<file path="src/rtl/lfsr_encrypt_engine.sv">
`default_nettype none
`timescale 1ns/1ps
// =============================================================================
// lfsr_encrypt_engine : pads a plaintext message with '_' and XORs it with a
// 6-bit LFSR stream into mem[64:127]. Optional build macro: PARITY_EN.
// Revision: 1.0
// =============================================================================
module lfsr_encrypt_engine #(
  parameter int MSG_MAX  = 50,
  parameter int OUT_BASE = 64,
  parameter int CFG_BASE = 61
) (
  input  logic       clk,
  input  logic       i_init,
  output logic [7:0] o_rd_addr,
  input  logic [7:0] i_rd_data,
  output logic       o_wr_en,
  output logic [7:0] o_wr_addr,
  output logic [7:0] o_wr_data,
  output logic       o_done
);

  typedef enum logic [1:0] {
    S_IDLE = 2'd0,
    S_CFG  = 2'd1,
    S_RUN  = 2'd2,
    S_DONE = 2'd3
  } state_t;

  localparam logic [7:0] c_pad_byte = 8'h5F;
  localparam logic [5:0] c_last_idx = 6'd63;

  state_t      r_state;
  state_t      w_state_nxt;
  logic [1:0]  r_cfg_cnt;
  logic [3:0]  r_pre;
  logic [5:0]  r_taps;
  logic [5:0]  r_lfsr;
  logic [5:0]  r_idx;
  logic        r_phase;
  logic        r_term;
  logic        r_use_mem;
  logic [7:0]  r_rd_addr;
  logic        r_wr_en;
  logic [7:0]  r_wr_addr;
  logic        r_done;

  logic        w_term_now;
  logic [6:0]  w_next_byte;
  logic [6:0]  w_k;
  logic        w_need;
  logic [3:0]  w_pre_san;
  logic [5:0]  w_taps_san;
  logic [5:0]  w_init_san;
  logic [5:0]  w_lfsr_nxt;
  logic [7:0]  w_plain;
  logic [7:0]  w_cipher;

  always_ff @(posedge clk) begin
    if (i_init) r_state <= S_IDLE;
    else        r_state <= w_state_nxt;
  end

  always_comb begin
    w_state_nxt = r_state;
    case (r_state)
      S_IDLE: w_state_nxt = S_CFG;
      S_CFG:  if (r_cfg_cnt == 2'd3) w_state_nxt = S_RUN;
      S_RUN:  if (r_phase && (r_idx == c_last_idx)) w_state_nxt = S_DONE;
      S_DONE: w_state_nxt = S_DONE;
      default: w_state_nxt = S_IDLE;
    endcase
  end

  // A terminator is only discovered when its byte reaches the write cycle.
  assign w_term_now  = (r_state == S_RUN) && r_phase && r_use_mem && (i_rd_data == 8'h00);
  assign w_next_byte = (r_state == S_RUN) ? ({1'b0, r_idx} + 7'd1) : 7'd0;
  assign w_k         = w_next_byte - {3'b000, r_pre};
  assign w_need      = (w_next_byte >= {3'b000, r_pre}) && (w_k < 7'(MSG_MAX))
                       && !(r_term || w_term_now);

  assign w_pre_san  = ((i_rd_data < 8'd7) || (i_rd_data > 8'd12)) ? 4'd7 : i_rd_data[3:0];
  assign w_init_san = (i_rd_data[5:0] == 6'd0) ? 6'h01 : i_rd_data[5:0];

  always_comb begin
    w_taps_san = 6'h33;
    case (i_rd_data[2:0])
      3'd0:    w_taps_san = 6'h21;
      3'd1:    w_taps_san = 6'h2D;
      3'd2:    w_taps_san = 6'h30;
      3'd3:    w_taps_san = 6'h33;
      3'd4:    w_taps_san = 6'h36;
      3'd5:    w_taps_san = 6'h39;
      default: w_taps_san = 6'h33;
    endcase
  end

  assign w_lfsr_nxt = {r_lfsr[4:0], ^(r_lfsr & r_taps)};
  assign w_plain    = (r_use_mem && (i_rd_data != 8'h00)) ? i_rd_data : c_pad_byte;

`ifdef PARITY_EN
  logic [6:0] w_low7;
  assign w_low7   = w_plain[6:0] ^ {1'b0, r_lfsr};
  assign w_cipher = {^w_low7, w_low7};
`else
  assign w_cipher = w_plain ^ {2'b00, r_lfsr};
`endif

  always_ff @(posedge clk) begin
    if (i_init) begin
      r_cfg_cnt <= 2'd0;
      r_pre     <= 4'd0;
      r_taps    <= 6'd0;
      r_lfsr    <= 6'd0;
      r_idx     <= 6'd0;
      r_phase   <= 1'b0;
      r_term    <= 1'b0;
      r_use_mem <= 1'b0;
      r_rd_addr <= 8'd0;
      r_wr_en   <= 1'b0;
      r_wr_addr <= 8'd0;
      r_done    <= 1'b0;
    end else begin
      case (r_state)
        S_IDLE: begin
          r_cfg_cnt <= 2'd0;
          r_rd_addr <= 8'(CFG_BASE);
        end
        S_CFG: begin
          r_cfg_cnt <= r_cfg_cnt + 2'd1;
          case (r_cfg_cnt)
            2'd0: r_rd_addr <= 8'(CFG_BASE + 1);
            2'd1: begin
              r_pre     <= w_pre_san;
              r_rd_addr <= 8'(CFG_BASE + 2);
            end
            2'd2: r_taps <= w_taps_san;
            default: begin
              r_lfsr    <= w_init_san;
              r_idx     <= 6'd0;
              r_phase   <= 1'b0;
              r_term    <= 1'b0;
              r_use_mem <= w_need;
              r_rd_addr <= w_need ? {1'b0, w_k} : 8'd0;
            end
          endcase
        end
        S_RUN: begin
          if (!r_phase) begin
            r_phase   <= 1'b1;
            r_wr_en   <= 1'b1;
            r_wr_addr <= 8'(OUT_BASE) + {2'b00, r_idx};
            r_rd_addr <= 8'd0;
          end else begin
            r_wr_en <= 1'b0;
            r_lfsr  <= w_lfsr_nxt;
            r_term  <= r_term | w_term_now;
            if (r_idx == c_last_idx) begin
              r_done    <= 1'b1;
              r_use_mem <= 1'b0;
              r_rd_addr <= 8'd0;
            end else begin
              r_idx     <= r_idx + 6'd1;
              r_phase   <= 1'b0;
              r_use_mem <= w_need;
              r_rd_addr <= w_need ? {1'b0, w_k} : 8'd0;
            end
          end
        end
        S_DONE: begin
          r_wr_en <= 1'b0;
          r_done  <= 1'b1;
        end
        default: r_done <= 1'b0;
      endcase
    end
  end

  assign o_rd_addr = r_rd_addr;
  assign o_wr_en   = r_wr_en;
  assign o_wr_addr = r_wr_addr;
  assign o_wr_data = r_wr_en ? w_cipher : 8'h00;
  assign o_done    = r_done;

endmodule
`default_nettype wire
</file>
<file path="config.mk">
export PLATFORM = sky130hd
export DESIGN_NAME = lfsr_encrypt_engine
export DESIGN_NICKNAME = d
export VERILOG_FILES = /design/src/rtl/lfsr_encrypt_engine.sv
export SDC_FILE = /design/constraint.sdc
export NUM_CORES = 1
export LEC_CHECK = 0
export BUFFER_PORTS_ARGS = -buffer_cell sky130_fd_sc_hd__buf_2
export CAP_MARGIN = 20
export CORE_MARGIN = 4
export CORE_UTILIZATION = 50
export CTS_CLUSTER_SIZE = 30
export DETAILED_ROUTE_END_ITERATION = 10
export PLACE_DENSITY = 0.73
export RECOVER_POWER = 50
export REMOVE_ABC_BUFFERS = 1
export SYNTH_ARGS = -nofsm -noshare
export SYNTH_HDL_FRONTEND = slang
export SYNTH_SLANG_ARGS = --single-unit
export TNS_END_PERCENT = 10
</file>
<file path="constraint.sdc">
create_clock -name clk -period 2.8 [get_ports clk]
set_input_delay 0.28 -clock clk [delete_from_list [all_inputs] [get_ports clk]]
set_output_delay 0.28 -clock clk [all_outputs]
set_load 0.005 [all_outputs]
</file>
Word level (Yosys, flattened, before mapping). Index checks and enable logic that the tools add are counted.

Register bits: 47. Input bits: 10. Output and inout port bits: 26. Logic and storage cells: 112.

Add/sub/neg operators: 5. $lt $le $gt $ge: 4. Equal/unequal tests: 18. Multiplexer cells: 37. Bitwise operators: 4. Reductions and logical operators: 31.

Operator list (number): case mux 8 bit (3 select lines) (2); 2-to-1 mux 6 bit (6); 2-to-1 mux 7 bit (4); case mux 5 bit (5 select lines) (1); case mux 6 bit (2 select lines) (2); 2-to-1 mux 8 bit (2); inequality test 2 bit (second input constant) (6); AND reduction 2 bit (6); 2-to-1 mux 1 bit (10); case mux 1 bit (2 select lines) (5); adder 7 x 6 -> 8 bit (first input constant) (1); equality test 2 bit (second input constant) (4); greater-than comparator 8 x 4 -> 1 bit (second input constant) (1); logical NOT 8 bit (1); less-than comparator 8 x 3 -> 1 bit (second input constant) (1); case mux 2 bit (4 select lines) (1); nonzero test 8 bit (1); bitwise XOR 8 x 6 -> 8 bit (1); adder 6 x 1 -> 7 bit (second input constant) (1); greater-or-equal comparator 7 x 4 -> 1 bit (1); logical AND 1 bit (7); less-than comparator 7 x 6 -> 1 bit (second input constant) (1); subtractor 7 x 4 -> 7 bit (1); adder 6 x 1 -> 6 bit (second input constant) (1); 24 further kinds (32).

Logic depth before layout (Yosys ltp).
Depth after elaboration: 11. Gate-level depth with buffers: 14.

Worst setup path before layout. OpenSTA, ideal clock, no wires.

Path type: register to register. Start: register r_state[0]. End: register r_use_mem. Library setup time: 0.088 ns. Arrival: 2.914 ns. Slack: -0.202 ns. Stages on the path, launching flop included: 13. Path buffers: 2. Period minus slack after synthesis: 3.002 ns. Cell sequence: dfxtp_1 inv_1 ha_1 buf_6 clkbuf_1 and2_1 ha_1 nor2b_1 o221a_2 or4b_1 a311oi_2 nor2_2 o32ai_2.

Elaborated cells on any way between the ends: 21.

RTL lines: start, declared (RTL line 33) `state_t r_state;`; start signal, assigned (RTL line 61) `else r_state <= w_state_nxt;`; equality test 2 bit (*) (RTL line 77) `assign w_next_byte = (r_state == S_RUN) ? ({1'b0, r_idx} + 7'd1) : 7'd0;`; 2-to-1 mux 7 bit (*) (RTL line 77); via w_next_byte[1] (RTL line 49) `logic [6:0] w_next_byte;`; subtractor 7 x 4 -> 7 bit (RTL line 78) `assign w_k = w_next_byte - {3'b000, r_pre};`; less-than comparator 7 x 6 -> 1 bit (RTL line 79) `assign w_need = (w_next_byte >= {3'b000, r_pre}) && (w_k < 7'(MSG_MAX))`; logical AND 1 bit (*) (RTL line 79); logical AND 1 bit (*) (RTL line 80) `&& !(r_term || w_term_now);`; 2-to-1 mux 1 bit (RTL line 158) `if (r_idx == c_last_idx) begin`; 2-to-1 mux 1 bit (RTL line 149) `if (!r_phase) begin`; case mux 1 bit (2 select lines) (*) (RTL line 124) `case (r_state)`; end signal, assigned (RTL line 143) `r_use_mem <= w_need;`; end signal, assigned (RTL line 165) `r_use_mem <= w_need;`; end, declared (RTL line 42) `logic r_use_mem;`.

The timed path passes the listed nets; every way through them passes the cells marked *. The select of a mux whose other input is x is not followed. A chain may end at the register's enable or synchronous reset.

Worst setup path in the final report.
Start: register r_idx[0]. End: register r_rd_addr[1] (netlist: o_rd_addr[1]).

Cells in the longest elaborated chain, start to end: 10. Elaborated cells on any way between the ends: 13.

RTL lines: start, declared (RTL line 39) `logic [5:0] r_idx;`; start signal, assigned (RTL line 163) `r_idx <= r_idx + 6'd1;`; adder 6 x 1 -> 7 bit (*) (RTL line 77); 2-to-1 mux 7 bit (*) (RTL line 77); via w_next_byte[2] (RTL line 49); subtractor 7 x 4 -> 7 bit (RTL line 78); less-than comparator 7 x 6 -> 1 bit (RTL line 79); logical AND 1 bit (*) (RTL line 79); logical AND 1 bit (*) (RTL line 80); 2-to-1 mux 7 bit (*) (RTL line 144, 166); 2-to-1 mux 7 bit (RTL line 158); 2-to-1 mux 7 bit (RTL line 149); case mux 8 bit (3 select lines) (*) (RTL line 124); end signal, assigned (RTL line 127) `r_rd_addr <= 8'(CFG_BASE);`; end signal, assigned (RTL line 144) `r_rd_addr <= w_need ? {1'b0, w_k} : 8'd0;`; end signal, assigned (RTL line 166) `r_rd_addr <= w_need ? {1'b0, w_k} : 8'd0;`; end, declared (RTL line 43) `logic [7:0] r_rd_addr;`.

Marks and branches as above.

==> flow_metrics.env <==
export IMPL_wirelength_met1_mm=3.23
export IMPL_layout_drive_gt1_share_pct=16.1
export IMPL_drt_antenna_violating_nets=0
export IMPL_cp_end_kind="flop"
export IMPL_critPathKind="reg2reg"
export IMPL_hold_viol=0
export IMPL_slew_headroom_pct=55.5
export IMPL_crit_slowest_cell="or4b_4"
export IMPL_final_area_um2=3190
export IMPL_area_growth_pct=15.8
export IMPL_synth_cell_types=56
export IMPL_cts_tree="done"
export IMPL_die_h_um=82.3
export IMPL_hp_start="i_rd_data[3]"
export IMPL_route_met2_wl_mm=3.06
export IMPL_fin_crit_ps=2740
export IMPL_startpoint_type="flop"
export IMPL_grt_pass1_vias=2317
export IMPL_totalWireLength_mm=6.69
export IMPL_cp_slowest_stage_delay_ps=530
export IMPL_synthFlopType="dfxtp_1"
export IMPL_grt_max_degree=28
export IMPL_clk_root_buffer_cell="clkbuf_8"
export IMPL_final_instance_count_excl_fill=455
export IMPL_cts_hold_buf=0
export IMPL_vias=2567
export IMPL_core_um2=5240
export IMPL_route_met3_wl_um=339
export IMPL_synth_edf_count=0
export IMPL_dr_max_layer_used="met4"
export IMPL_antenna_cells=0
export IMPL_cp_required_ps=3020
export IMPL_via_per_inst=5.64
export IMPL_r2r_slack_ps=60
export IMPL_worst_pin_slew_ps=665
export IMPL_period_share_pct=97.9
export IMPL_rows=26
export IMPL_r2r_cells=11
export IMPL_gr_total_overflow=0
export IMPL_wl_per_cell_um=14.7
export IMPL_run_status="completed"
export IMPL_synth_seq_cells=45
export IMPL_ctsHtreeMaxLevel=2
export IMPL_p_leak_nw=1.25
export IMPL_ys_seq_area_share_pct=32.7
export IMPL_fillerInstances=496
export IMPL_drt_iter0_markers=194
export IMPL_synth_area_per_cell_um2=7.92
export IMPL_fin_hold_ws_ps=349
export IMPL_track_usage_pct=21.1
export IMPL_irDropWorstVdd_mv=0.523
export IMPL_pre_cts_slack_ps=-9.94
export IMPL_slew_viol_final=0
export IMPL_dpl_cell_area_um2=3030
export IMPL_syn_area_um2=2760
export IMPL_insertion_delay_ps=290
export IMPL_nets=412
export IMPL_total_power_mw=2.63
export IMPL_maxCapViolations=0
export IMPL_io_pins=36
export IMPL_hpwl_mm=4.87
export IMPL_timing_rr_end="o_rd_addr[1]$_SDFFE_PP0P_"
export IMPL_cts_buffer_depth=2
export IMPL_timing_final_ws_setup_ps=58.5
export IMPL_syn_inst=348
export IMPL_grt_pass1_wl_mm=11.2
export IMPL_regToRegStartpoint="r_idx[0]$_SDFFE_PP0P_"
export IMPL_cts_buffers_inserted=5
export IMPL_clk_pin_slew_ps=80
export IMPL_antenna_found_initial=0
export IMPL_crit_arrival_ps=2970
export IMPL_fmax_mhz=365
export IMPL_dr_pass1_iters=4
export IMPL_setup_violations=0
export IMPL_synth_warnings=0
export IMPL_die_w_um=82.3
export IMPL_die_area_um2=6770
export IMPL_final_util_pct=61.0
export IMPL_async_flop_share_pct=0
export IMPL_post_route_drc_count=0
export IMPL_path_cells="ha_1 > xor2_1 > and2_4 > ha_2 > or2_1 > o221a_4 > or4b_4 > a311oi_4 > nor2_4 > buf_4 > o22ai_1"
export IMPL_min_to="r_pre[3]$_SDFFE_PP0P_"
export IMPL_portBuffers=33
export IMPL_power_density_nw_per_um2=822
export IMPL_clock_skew_final_ps=8.49
export IMPL_setup_tns_final_ps=0
export IMPL_hp_class="in2reg"
export IMPL_cp_max_fo=7
export IMPL_clock_sinks=45
export IMPL_start_util_pct=52.7
export IMPL_whs_path_depth=3
export IMPL_final_cell_mix="nor2_1, dfxtp_1, nand2_1"
export IMPL_dp_cells=447
export IMPL_gp_congestion=0.837
-- registers in the layout (all words and copies together) (netlist names) --
| signal | cells |
|---|---|
| o_rd_addr | 7 |
| o_wr_addr | 7 |
| r_idx | 6 |
| r_lfsr | 6 |
| r_taps | 6 |
| r_pre | 4 |
| r_cfg_cnt | 2 |
| r_state | 2 |
| o_done | 1 |
| o_wr_en | 1 |
| r_phase | 1 |
| r_term | 1 |
| r_use_mem | 1 |
-- metal layers --
layer / global-route usage, % / vias to the layer above
met1: 30.6 / 1198
met4: 6.48 / 0
met2: 31.9 / 65
met3: 3.36 / 7
met5: 0 / -
li1: - / 1297
-- critical path: cells and delay by family, from the launching register on --
family / cells / cell delay, ps
compound gates: 3 / 660
xor+xnor: 1 / 150
buf+inv: 1 / 140
fa+ha+maj: 2 / 370
simple gates: 4 / 1030
flops: 1 / 320
-- cell usage after synthesis, types with 2 or more instances --
cell type	instances	area [um2]
a22oi_1	3	22.5
xnor2_1	9	78.8
nor3b_1	4	30.0
xor2_1	5	43.8
ha_1	16	200
mux2i_1	11	110
a21o_1	3	22.5
o22ai_1	3	18.8
nand2_1	39	146
a211oi_1	12	90.1
mux2_2	2	22.5
a311oi_1	2	17.5
o211ai_1	2	15.0
inv_1	15	56.3
nor2_1	44	165
a21oi_1	18	90.1
o31ai_1	2	15.0
nand4_1	6	37.5
and3_1	8	50.1
or3_1	5	31.3
buf_4	2	15.0
nand2b_1	3	18.8
o22a_1	2	17.5
nand3_1	7	35.0
o21a_1	2	15.0
nor3_1	7	35.0
nor4_1	3	18.8
a221oi_1	2	17.5
dfxtp_1	45	901
o21ai_0	17	85.1
clkbuf_1	15	56.3
and2_1	7	43.8
nor2b_1	4	25.0
-- what timing repair did --
action / CTS / global route
buffers inserted: 0 / 1
hold endpoints to repair: 0 / 0
gates resized for setup: 0 / 17
setup endpoints to repair: 0 / 7
-- report_power, final --
part,switching [mW],internal (mW),total [mW],leakage [nW]
combinational,0.769,0.566,1.34,0.835
clock,0.207,0.196,0.403,0.0443
sequential,0.118,0.769,0.887,0.367
-- worst max path at each step --
stage	startpoint	cells after the start	endpoint
2_1_floorplan	r_state[0]$_SDFFE_PP0P_	10	r_use_mem$_SDFFE_PP0P_
6_report	r_idx[0]$_SDFFE_PP0P_	11	o_rd_addr[1]$_SDFFE_PP0P_
4_1_cts	r_state[0]$_SDFFE_PP0P_	12	o_rd_addr[5]$_SDFFE_PP0P_
3_5_place_dp	r_state[0]$_SDFFE_PP0P_	12	o_rd_addr[5]$_SDFFE_PP0P_
3_3_place_gp	r_state[0]$_SDFFE_PP0P_	12	o_rd_addr[1]$_SDFFE_PP0P_
5_1_grt	r_state[0]$_SDFFE_PP0P_	11	o_rd_addr[1]$_SDFFE_PP0P_
-- cell type report --
cell class,count,area [um2],share of cell area (%)
Sequential cell,45,902,28.2
Multi-Input combinational cell,269,1800,56.2
Inverter,15,56.3,1.76
Timing Repair Buffer,49,265,8.30
Tap cell,70,87.6,2.74
Clock buffer,7,86.3,2.70
-- logic make-up after synthesis --
family	synth area share, %
and+or+nand+nor	25.1
xor gates and xnor gates	4.45
other	0.136
buffers and inverters	5.40
muxes	5.31
adders and majority gates	7.99
DFF	32.7
AOI/OAI and AO/OA	19.0
No activity file was read; power rests on OpenSTA's default activity.
